File: src/rtl/challenge_issuer_pkg.sv
`default_nettype none
// ============================================================================
// Module   : challenge_issuer_pkg
// Purpose  : Shared types and constants for the challenge issuer:
//            - FSM state enumeration
//            - fill-cycle derivation and counter-width helpers
//            - width of the consecutive-reject counter
// Revision : 1.0 - initial release
// ============================================================================
package challenge_issuer_pkg;

    // Issuer sequencing: wait for a fully refreshed word, screen it,
    // offer it downstream, or park permanently on a health failure.
    typedef enum logic [1:0] {
        ST_FILL  = 2'd0,
        ST_CHECK = 2'd1,
        ST_OFFER = 2'd2,
        ST_ERR   = 2'd3
    } state_t;

    // Width of the consecutive-reject counter (saturates at 2^REJ_W-1).
    localparam int REJ_W = 8;

    // Number of clocks the upstream shift register needs to replace every
    // bit of an n_cb-bit word when it shifts n_rng bits per clock.
    function automatic int fill_cyc(input int n_cb, input int n_rng);
        return n_cb / n_rng;
    endfunction

    // Counter width able to hold 0..n-1; never narrower than one bit so the
    // degenerate n==1 case still yields a legal vector.
    function automatic int cnt_width(input int n);
        return (n > 1) ? $clog2(n) : 1;
    endfunction

endpackage : challenge_issuer_pkg
`default_nettype wire

File: src/rtl/challenge_issuer_if.sv
`default_nettype none
// ============================================================================
// Module   : challenge_issuer_if
// Purpose  : Valid/ready challenge hand-off between the issuer and the PUF
//            evaluation stage.
// Signals  : chal       - held challenge word (N_CB bits)
//            chal_valid - chal is valid and being offered
//            chal_ready - downstream accepts chal on this cycle
// Modports : master - issuer side (drives chal/chal_valid)
//            slave  - PUF evaluation side (drives chal_ready)
// Revision : 1.0 - initial release
// ============================================================================
interface challenge_issuer_if #(
    parameter int N_CB = 64
);
    logic [N_CB-1:0] chal;
    logic            chal_valid;
    logic            chal_ready;

    modport master (
        output chal,
        output chal_valid,
        input  chal_ready
    );

    modport slave (
        input  chal,
        input  chal_valid,
        output chal_ready
    );

endinterface : challenge_issuer_if
`default_nettype wire

File: src/rtl/challenge_health_chk.sv
`default_nettype none
// ============================================================================
// Module   : challenge_health_chk
// Purpose  : Combinational screening of a captured candidate challenge.
//            A candidate is rejected when it is all-zero, all-one, or an
//            exact repeat of the last challenge handed downstream.
// Ports    : i_cand     in  N_CB  captured candidate word
//            i_last     in  N_CB  last issued challenge
//            i_last_vld in  1     i_last holds a real issued challenge
//            o_reject   out 1     candidate fails at least one check
// Revision : 1.0 - initial release
// ============================================================================
module challenge_health_chk #(
    parameter int N_CB = 64
) (
    input  wire logic [N_CB-1:0] i_cand,
    input  wire logic [N_CB-1:0] i_last,
    input  wire logic            i_last_vld,
    output logic                 o_reject
);

    logic w_all_zero;
    logic w_all_one;
    logic w_repeat;

    // A stuck source shows up as a constant word.
    assign w_all_zero = ~|i_cand;
    assign w_all_one  =  &i_cand;

    // Until something has been issued, i_last is only its reset value and
    // must not be used to veto the very first candidate.
    assign w_repeat   = i_last_vld && (i_cand == i_last);

    assign o_reject   = w_all_zero | w_all_one | w_repeat;

endmodule : challenge_health_chk
`default_nettype wire

File: src/rtl/challenge_issuer.sv
`default_nettype none
// ============================================================================
// Module   : challenge_issuer
// Purpose  : Snapshots the TRNG-fed challenge shift register once every bit
//            has been refreshed since the last capture, screens the snapshot,
//            and offers accepted challenges downstream over valid/ready.
// Ports    : clk        in  1      system clock
//            rst        in  1      synchronous, active-high reset
//            en         in  1      allow fill/capture progress
//            c_in       in  N_CB   live word from the upstream shift register
//            chal_if    master     chal / chal_valid / chal_ready hand-off
//            issued_cnt out CNT_W  challenges handed off (wraps)
//            rej_cnt    out 8      consecutive rejects since last accept
//            health_err out 1      sticky health failure
// Params   : N_CB      challenge width, multiple of N_RNG
//            N_RNG     random bits shifted in per clock upstream
//            REJ_LIMIT consecutive rejects that raise health_err (1..255)
//            CNT_W     issued-challenge counter width
// Revision : 1.0 - initial release
// ============================================================================
module challenge_issuer
    import challenge_issuer_pkg::*;
#(
    parameter int N_CB      = 64,
    parameter int N_RNG     = 4,
    parameter int REJ_LIMIT = 8,
    parameter int CNT_W     = 16
) (
    input  wire logic              clk,
    input  wire logic              rst,
    input  wire logic              en,
    input  wire logic [N_CB-1:0]   c_in,
    challenge_issuer_if.master     chal_if,
    output logic [CNT_W-1:0]       issued_cnt,
    output logic [REJ_W-1:0]       rej_cnt,
    output logic                   health_err
);

    // ------------------------------------------------------------------
    // Derived constants
    // ------------------------------------------------------------------
    localparam int              FILL_CYC  = fill_cyc(N_CB, N_RNG);
    localparam int              FILL_W    = cnt_width(FILL_CYC);
    localparam logic [FILL_W-1:0] FILL_LAST = FILL_W'(FILL_CYC - 1);
    localparam logic [REJ_W-1:0]  REJ_LIM_V = REJ_W'(REJ_LIMIT);
    localparam logic [REJ_W-1:0]  REJ_MAX   = {REJ_W{1'b1}};

    // ------------------------------------------------------------------
    // State
    // ------------------------------------------------------------------
    state_t            r_state;
    logic [FILL_W-1:0] r_fill_cnt;
    logic [N_CB-1:0]   r_cand;
    logic [N_CB-1:0]   r_last;
    logic              r_last_vld;
    logic [N_CB-1:0]   r_chal;
    logic              r_chal_valid;
    logic [CNT_W-1:0]  r_issued_cnt;
    logic [REJ_W-1:0]  r_rej_cnt;
    logic              r_health_err;

    logic              w_reject;
    logic [REJ_W-1:0]  w_rej_next;
    logic              w_handshake;

    // ------------------------------------------------------------------
    // Candidate screening
    // ------------------------------------------------------------------
    challenge_health_chk #(
        .N_CB (N_CB)
    ) u_health_chk (
        .i_cand     (r_cand),
        .i_last     (r_last),
        .i_last_vld (r_last_vld),
        .o_reject   (w_reject)
    );

    // Reject count saturates rather than wrapping back to a "healthy" zero.
    assign w_rej_next  = (r_rej_cnt == REJ_MAX) ? r_rej_cnt
                                                : r_rej_cnt + REJ_W'(1);

    assign w_handshake = r_chal_valid && chal_if.chal_ready;

    // ------------------------------------------------------------------
    // Sequencer. All outputs are registered here; reset has priority so a
    // hand-off that coincides with rst never completes.
    // ------------------------------------------------------------------
    always_ff @(posedge clk) begin
        if (rst) begin
            r_state      <= ST_FILL;
            r_fill_cnt   <= '0;
            r_cand       <= '0;
            r_last       <= '0;
            r_last_vld   <= 1'b0;
            r_chal       <= '0;
            r_chal_valid <= 1'b0;
            r_issued_cnt <= '0;
            r_rej_cnt    <= '0;
            r_health_err <= 1'b0;
        end else begin
            case (r_state)
                // Count enabled cycles; the FILL_CYC-th one sees a word made
                // entirely of bits shifted in since fill_cnt last restarted.
                ST_FILL: begin
                    if (en) begin
                        if (r_fill_cnt == FILL_LAST) begin
                            r_cand     <= c_in;
                            r_fill_cnt <= '0;
                            r_state    <= ST_CHECK;
                        end else begin
                            r_fill_cnt <= r_fill_cnt + FILL_W'(1);
                        end
                    end
                end

                // Single-cycle decision; en has no effect here.
                ST_CHECK: begin
                    if (w_reject) begin
                        r_rej_cnt <= w_rej_next;
                        if (w_rej_next == REJ_LIM_V) begin
                            r_health_err <= 1'b1;
                            r_state      <= ST_ERR;
                        end else begin
                            r_fill_cnt <= '0;
                            r_state    <= ST_FILL;
                        end
                    end else begin
                        r_chal       <= r_cand;
                        r_chal_valid <= 1'b1;
                        r_rej_cnt    <= '0;
                        r_state      <= ST_OFFER;
                    end
                end

                // Hold the offer indefinitely until accepted. chal keeps its
                // value afterwards; only chal_valid drops.
                ST_OFFER: begin
                    if (w_handshake) begin
                        r_last       <= r_chal;
                        r_last_vld   <= 1'b1;
                        r_issued_cnt <= r_issued_cnt + CNT_W'(1);
                        r_chal_valid <= 1'b0;
                        r_fill_cnt   <= '0;
                        r_state      <= ST_FILL;
                    end
                end

                // Terminal until reset: counters frozen, nothing offered.
                ST_ERR: begin
                    r_chal_valid <= 1'b0;
                    r_health_err <= 1'b1;
                end

                default: begin
                    r_chal_valid <= 1'b0;
                    r_fill_cnt   <= '0;
                    r_state      <= ST_FILL;
                end
            endcase
        end
    end

    // ------------------------------------------------------------------
    // Outputs
    // ------------------------------------------------------------------
    assign chal_if.chal       = r_chal;
    assign chal_if.chal_valid = r_chal_valid;
    assign issued_cnt         = r_issued_cnt;
    assign rej_cnt            = r_rej_cnt;
    assign health_err         = r_health_err;

endmodule : challenge_issuer
`default_nettype wire

File: src/flat_wrapper.sv
// flat-port wrapper written by rule: the top's interface ports become plain ports
module challenge_issuer_flat import challenge_issuer_pkg::*;
#(
    parameter int N_CB      = 64,
    parameter int N_RNG     = 4,
    parameter int REJ_LIMIT = 8,
    parameter int CNT_W     = 16
)
  (clk, rst, en, c_in, issued_cnt, rej_cnt, health_err, chal_if_chal, chal_if_chal_valid, chal_if_chal_ready);
  challenge_issuer_if #(.N_CB(N_CB)) chal_if_i ();
  input  wire logic clk;
  input  wire logic rst;
  input  wire logic en;
  input  wire logic [N_CB-1:0] c_in;
  output logic [CNT_W-1:0] issued_cnt;
  output logic [REJ_W-1:0] rej_cnt;
  output logic health_err;
  output wire logic [$bits(chal_if_i.chal)-1:0] chal_if_chal;
  output wire logic [$bits(chal_if_i.chal_valid)-1:0] chal_if_chal_valid;
  input wire logic [$bits(chal_if_i.chal_ready)-1:0] chal_if_chal_ready;
  assign chal_if_chal = chal_if_i.chal;
  assign chal_if_chal_valid = chal_if_i.chal_valid;
  assign chal_if_i.chal_ready = chal_if_chal_ready;
  challenge_issuer #(.N_CB(N_CB), .N_RNG(N_RNG), .REJ_LIMIT(REJ_LIMIT), .CNT_W(CNT_W)) u_core (.clk(clk), .rst(rst), .en(en), .c_in(c_in), .chal_if(chal_if_i), .issued_cnt(issued_cnt), .rej_cnt(rej_cnt), .health_err(health_err));
endmodule
File: config.mk
export PLATFORM = sky130hd
export DESIGN_NAME = challenge_issuer_flat
export DESIGN_NICKNAME = d
export VERILOG_FILES = /design/src/rtl/challenge_issuer_pkg.sv /design/src/rtl/challenge_issuer_if.sv /design/src/rtl/challenge_health_chk.sv /design/src/rtl/challenge_issuer.sv /design/src/flat_wrapper.sv
export SDC_FILE = /design/constraint.sdc
export NUM_CORES = 1
export LEC_CHECK = 0
export ABC_AREA = 1
export ABC_CLOCK_PERIOD_IN_PS = 2200
export CORE_MARGIN = 4
export CORE_UTILIZATION = 54
export DETAILED_ROUTE_END_ITERATION = 16
export GPL_TIMING_DRIVEN = 0
export PLACE_DENSITY = 0.85
export SLEW_MARGIN = 20
export SYNTH_ARGS = -nofsm -noshare
export SYNTH_HDL_FRONTEND = slang
export SYNTH_HIERARCHICAL = 1
export SYNTH_SLANG_ARGS = --single-unit
File: constraint.sdc
create_clock -name clk -period 2.2 [get_ports clk]
set_input_delay 0.55 -clock clk [delete_from_list [all_inputs] [get_ports clk]]
set_output_delay 0.55 -clock clk [all_outputs]
set_load 0.05 [all_outputs]
==> results.md <==
* Vias at 10100
* Detail Placement HPWL at 19600 µm
* Leak at 5.78 nW
* Largest net degree at the start of global routing at 15
* Worst reg2reg path depth at 15
* Final hold vios at 0
* Synth warn at 6
* Slowest CP cell: dfxtp_2
* Netlist Area Pre-Place at 9960 µm²
* Peak Freq at 0.465 GHz
* Drt pass-1 iters at 6
* Global-route usage over all layers at 0.258
* Setup Crit Path Kind: reg2reg
* # setup viols final at 0
* Core Region at 18000 µm²
* Reg2reg setup slack at 50 ps
* CTS clock-pin slew for the worst setup and hold paths at 60 ps
* Max VDD drop at 576 µV
* Clk Latency, worst-skew pair at 510 ps
* Period utilization at 0.977
* Crit start category: flop
* Gp weighted congestion at 0.895
* Max cap viols at 0
* Violation count after the first detailed-route iteration at 655
* First-pass GRT wire length at 44000 µm
* Top FF cell, synth: dfxtp_1
* Synth cell types at 36
* Initial antenna violation count at 0
* Mean Syn Cell Area at 6.76 µm²
* DIE AREA at 20700 µm²
* I/O Buffers at 156
* Hold slack at 469 ps
* CTS Buffer Depth at 3
* Post-DRT Antenna Nets at 0
* CTS H-tree depth at 1
* TNS Setup at 0 ps
* WL/cell at 14.8 µm
* Worst path required time at 2600 ps
* Design Area, Final at 12600 µm²
* Min-delay worst type: reg2reg
* Most prevalent standard cell on the critical path: nand2_1
* Run status: finished clean
* P per Cell Area at 737 nW/µm²
* Std cell rows at 49
* Sequential fraction of the synthesis area at 0.452
* Hold depth at 2
* Placed standard-cell area at 11800 µm²
* CP Max Fanout at 10
* Final worst setup slack at 50.4 ps
* Area growth syn-to-layout at 26.9%
* Post-synth ARST share at 0
* Slew Limit Headroom at 0.403
* Post-synth EDFFs at 0
* # diodes at 0
* Via/cell ratio at 5.33
* Die width at 144 µm
* WL final at 28200 µm
* CP max stage delay at 400 ps
* Syn Inst Count at 1472
* Arrival time of the worst setup path at 2550 ps
* Crit path cell chain: inv_1 -> nand2_1 -> nand2_1 -> nor2_2 -> nand2_1 -> nor2_1 -> nand2_1 -> nor2_2 -> nand3_1 -> nand2_2 -> nor2_2 -> buf_6 -> clkbuf_4 -> o21ai_0 -> nor2_1
* Initial Util at 0.552
* Mapped Nets at 1547
* Layout Skew at 6.74 ps
* NumNets Final at 1734
* Clock Sinks at 225
* Vias in the first global route at 9401
* Grt ovf at 0
* CTS tree: yes
* Final min period at 2150 ps
* Flops & latches, synth at 225
* Root Driver: clkbuf_16
* Io pins at 158
* Worst-Margin Slew at 896 ps
* Place WS at -482 ps
* Die span in y at 144 µm
* Max Slew Vio Count at 0
* Crit. End Element: flop
* Fraction of layout cells with a size suffix above 1 at 0.0889
* Drc violations at 0
* TritonCTS buffer count at 23
==> layout make-up <==
cell class	count	area [µm²]
Buffer	65	310
Clock buffer	28	634
Clock inverter	14	154
Fill cell	1465	5390
Inverter	128	483
Multi-Input combinational cell	1053	4730
Sequential cell	225	4540
Tap cell	229	287
Timing Repair Buffer	163	1500
==> report_power, final <==
group	total [mW]	switching (mW)	leakage [nW]	internal (mW)
sequential	4.26	0.0947	1.82	4.16
combinational	1.05	0.652	3.56	0.399
clock	4.00	1.59	0.392	2.41
total	9.31	2.34	5.78	6.97
==> Yosys cell counts, types with 2 or more instances <==
library cell	count	area share
nand2_1	352	0.13
nor2_1	348	0.13
dfxtp_1	225	0.45
o21ai_0	139	0.070
inv_1	110	0.041
a21oi_1	88	0.044
clkbuf_1	51	0.019
nand4_1	35	0.022
xnor2_1	19	0.017
inv_2	16	0.0060
nand3_1	14	0.0070
buf_2	11	0.0055
ha_1	7	0.0088
nand2_2	7	0.0044
nor2_2	7	0.0044
nor3_1	5	0.0025
buf_1	4	0.0015
nand3_2	4	0.0040
nor2_4	4	0.0045
a21oi_2	3	0.0026
o21a_1	3	0.0023
or2_2	3	0.0019
clkinv_1	2	0.00075
o21ai_1	2	0.0010
or2_0	2	0.0013
==> per-layer routing <==
metal,share of wire,wire length (µm),track usage
met5,0,0,0
met4,0.034,957,0.0966
met3,0.070,1970,0.0396
met2,0.48,13500,0.443
met1,0.41,11700,0.328
==> worst max-delay path: cells and delay by family, from the launching register on <==
family / cells / cell delay [ps]
AND/OR/NAND/NOR: 11 / 990
buffers and inverters: 3 / 420
flip-flops: 1 / 400
AO/OA/AOI/OAI: 1 / 200
==> repair_timing <==
action                                  4_1_cts  5_1_grt
hold buffers                                  0        0
endpoints found under the setup margin      159       97
pin swaps                                     0        3
gates resized for setup                     116       86
setup buffers                                 2        5
==> layout by cell type (no fill, tap or decap), types with 2 or more instances in the layout <==
master,count
dfxtp_2,15
inv_2,16
nor2_1,343
or2_2,3
clkbuf_16,23
clkdlybuf4s50_1,66
xnor2_1,19
nand2_2,8
clkinvlp_4,2
bufinv_16,3
clkbuf_2,5
a21oi_2,3
buf_2,12
o21ai_0,99
o21a_1,3
nor3_1,5
buf_4,9
nor2_4,5
buf_6,2
nor2_2,11
a21oi_1,88
clkbuf_8,4
dfxtp_4,4
dfxtp_1,206
nand3_1,14
clkinv_2,8
nand3_2,4
clkbuf_4,3
clkbuf_1,38
ha_1,7
or2_0,2
nand2_1,351
inv_1,110
dlygate4sd2_1,90
nand4_1,35
o21ai_1,42
buf_1,3
==> path summary, 6_finish.rpt <==
| kind | to | from |
|---|---|---|
| worst max-delay path | u_core/chal_if.chal[3] | u_core/r_cand[3] |
| worst min-delay path | u_core/r_last[5] | u_core/r_last[5] |
| worst max register to register | u_core/chal_if.chal[3] | u_core/r_cand[3] |
| worst min register to register | u_core/r_last[5] | u_core/r_last[5] |
==> metrics by stage <==
step / instances / util / total power [mW]
final: 1905 / 0.701 / 9.31
after global routing: 1905 / 0.701 / 9.62
after floorplan: 1472 / - / 4.99
after CTS: 1901 / 0.696 / 9.31
after detailed placement: 1857 / 0.655 / 5.36
after global placement: 1857 / 0.655 / 5.32
==> sequential cells by signal, indices dropped and copies added (netlist names) <==
register	flops
u_core/r_last_vld	1
u_core/chal_if.chal_valid	1
u_core/r_state	2
u_core/health_err	1
u_core/rej_cnt	8
u_core/r_fill_cnt	4
u_core/issued_cnt	16
u_core/r_cand	64
u_core/chal_if.chal	64
u_core/r_last	64
==> logic make-up after synthesis <==
group | after synthesis | synth area share
AOI/OAI and AO/OA | 240 | 0.125
xor gates and xnor gates | 20 | 0.0176
adders and majority gates | 7 | 0.00880
buffers and inverters | 194 | 0.0745
DFF | 225 | 0.452
and+or+nand+nor | 786 | 0.322
Note: power is estimated with default switching activity, not from simulation.
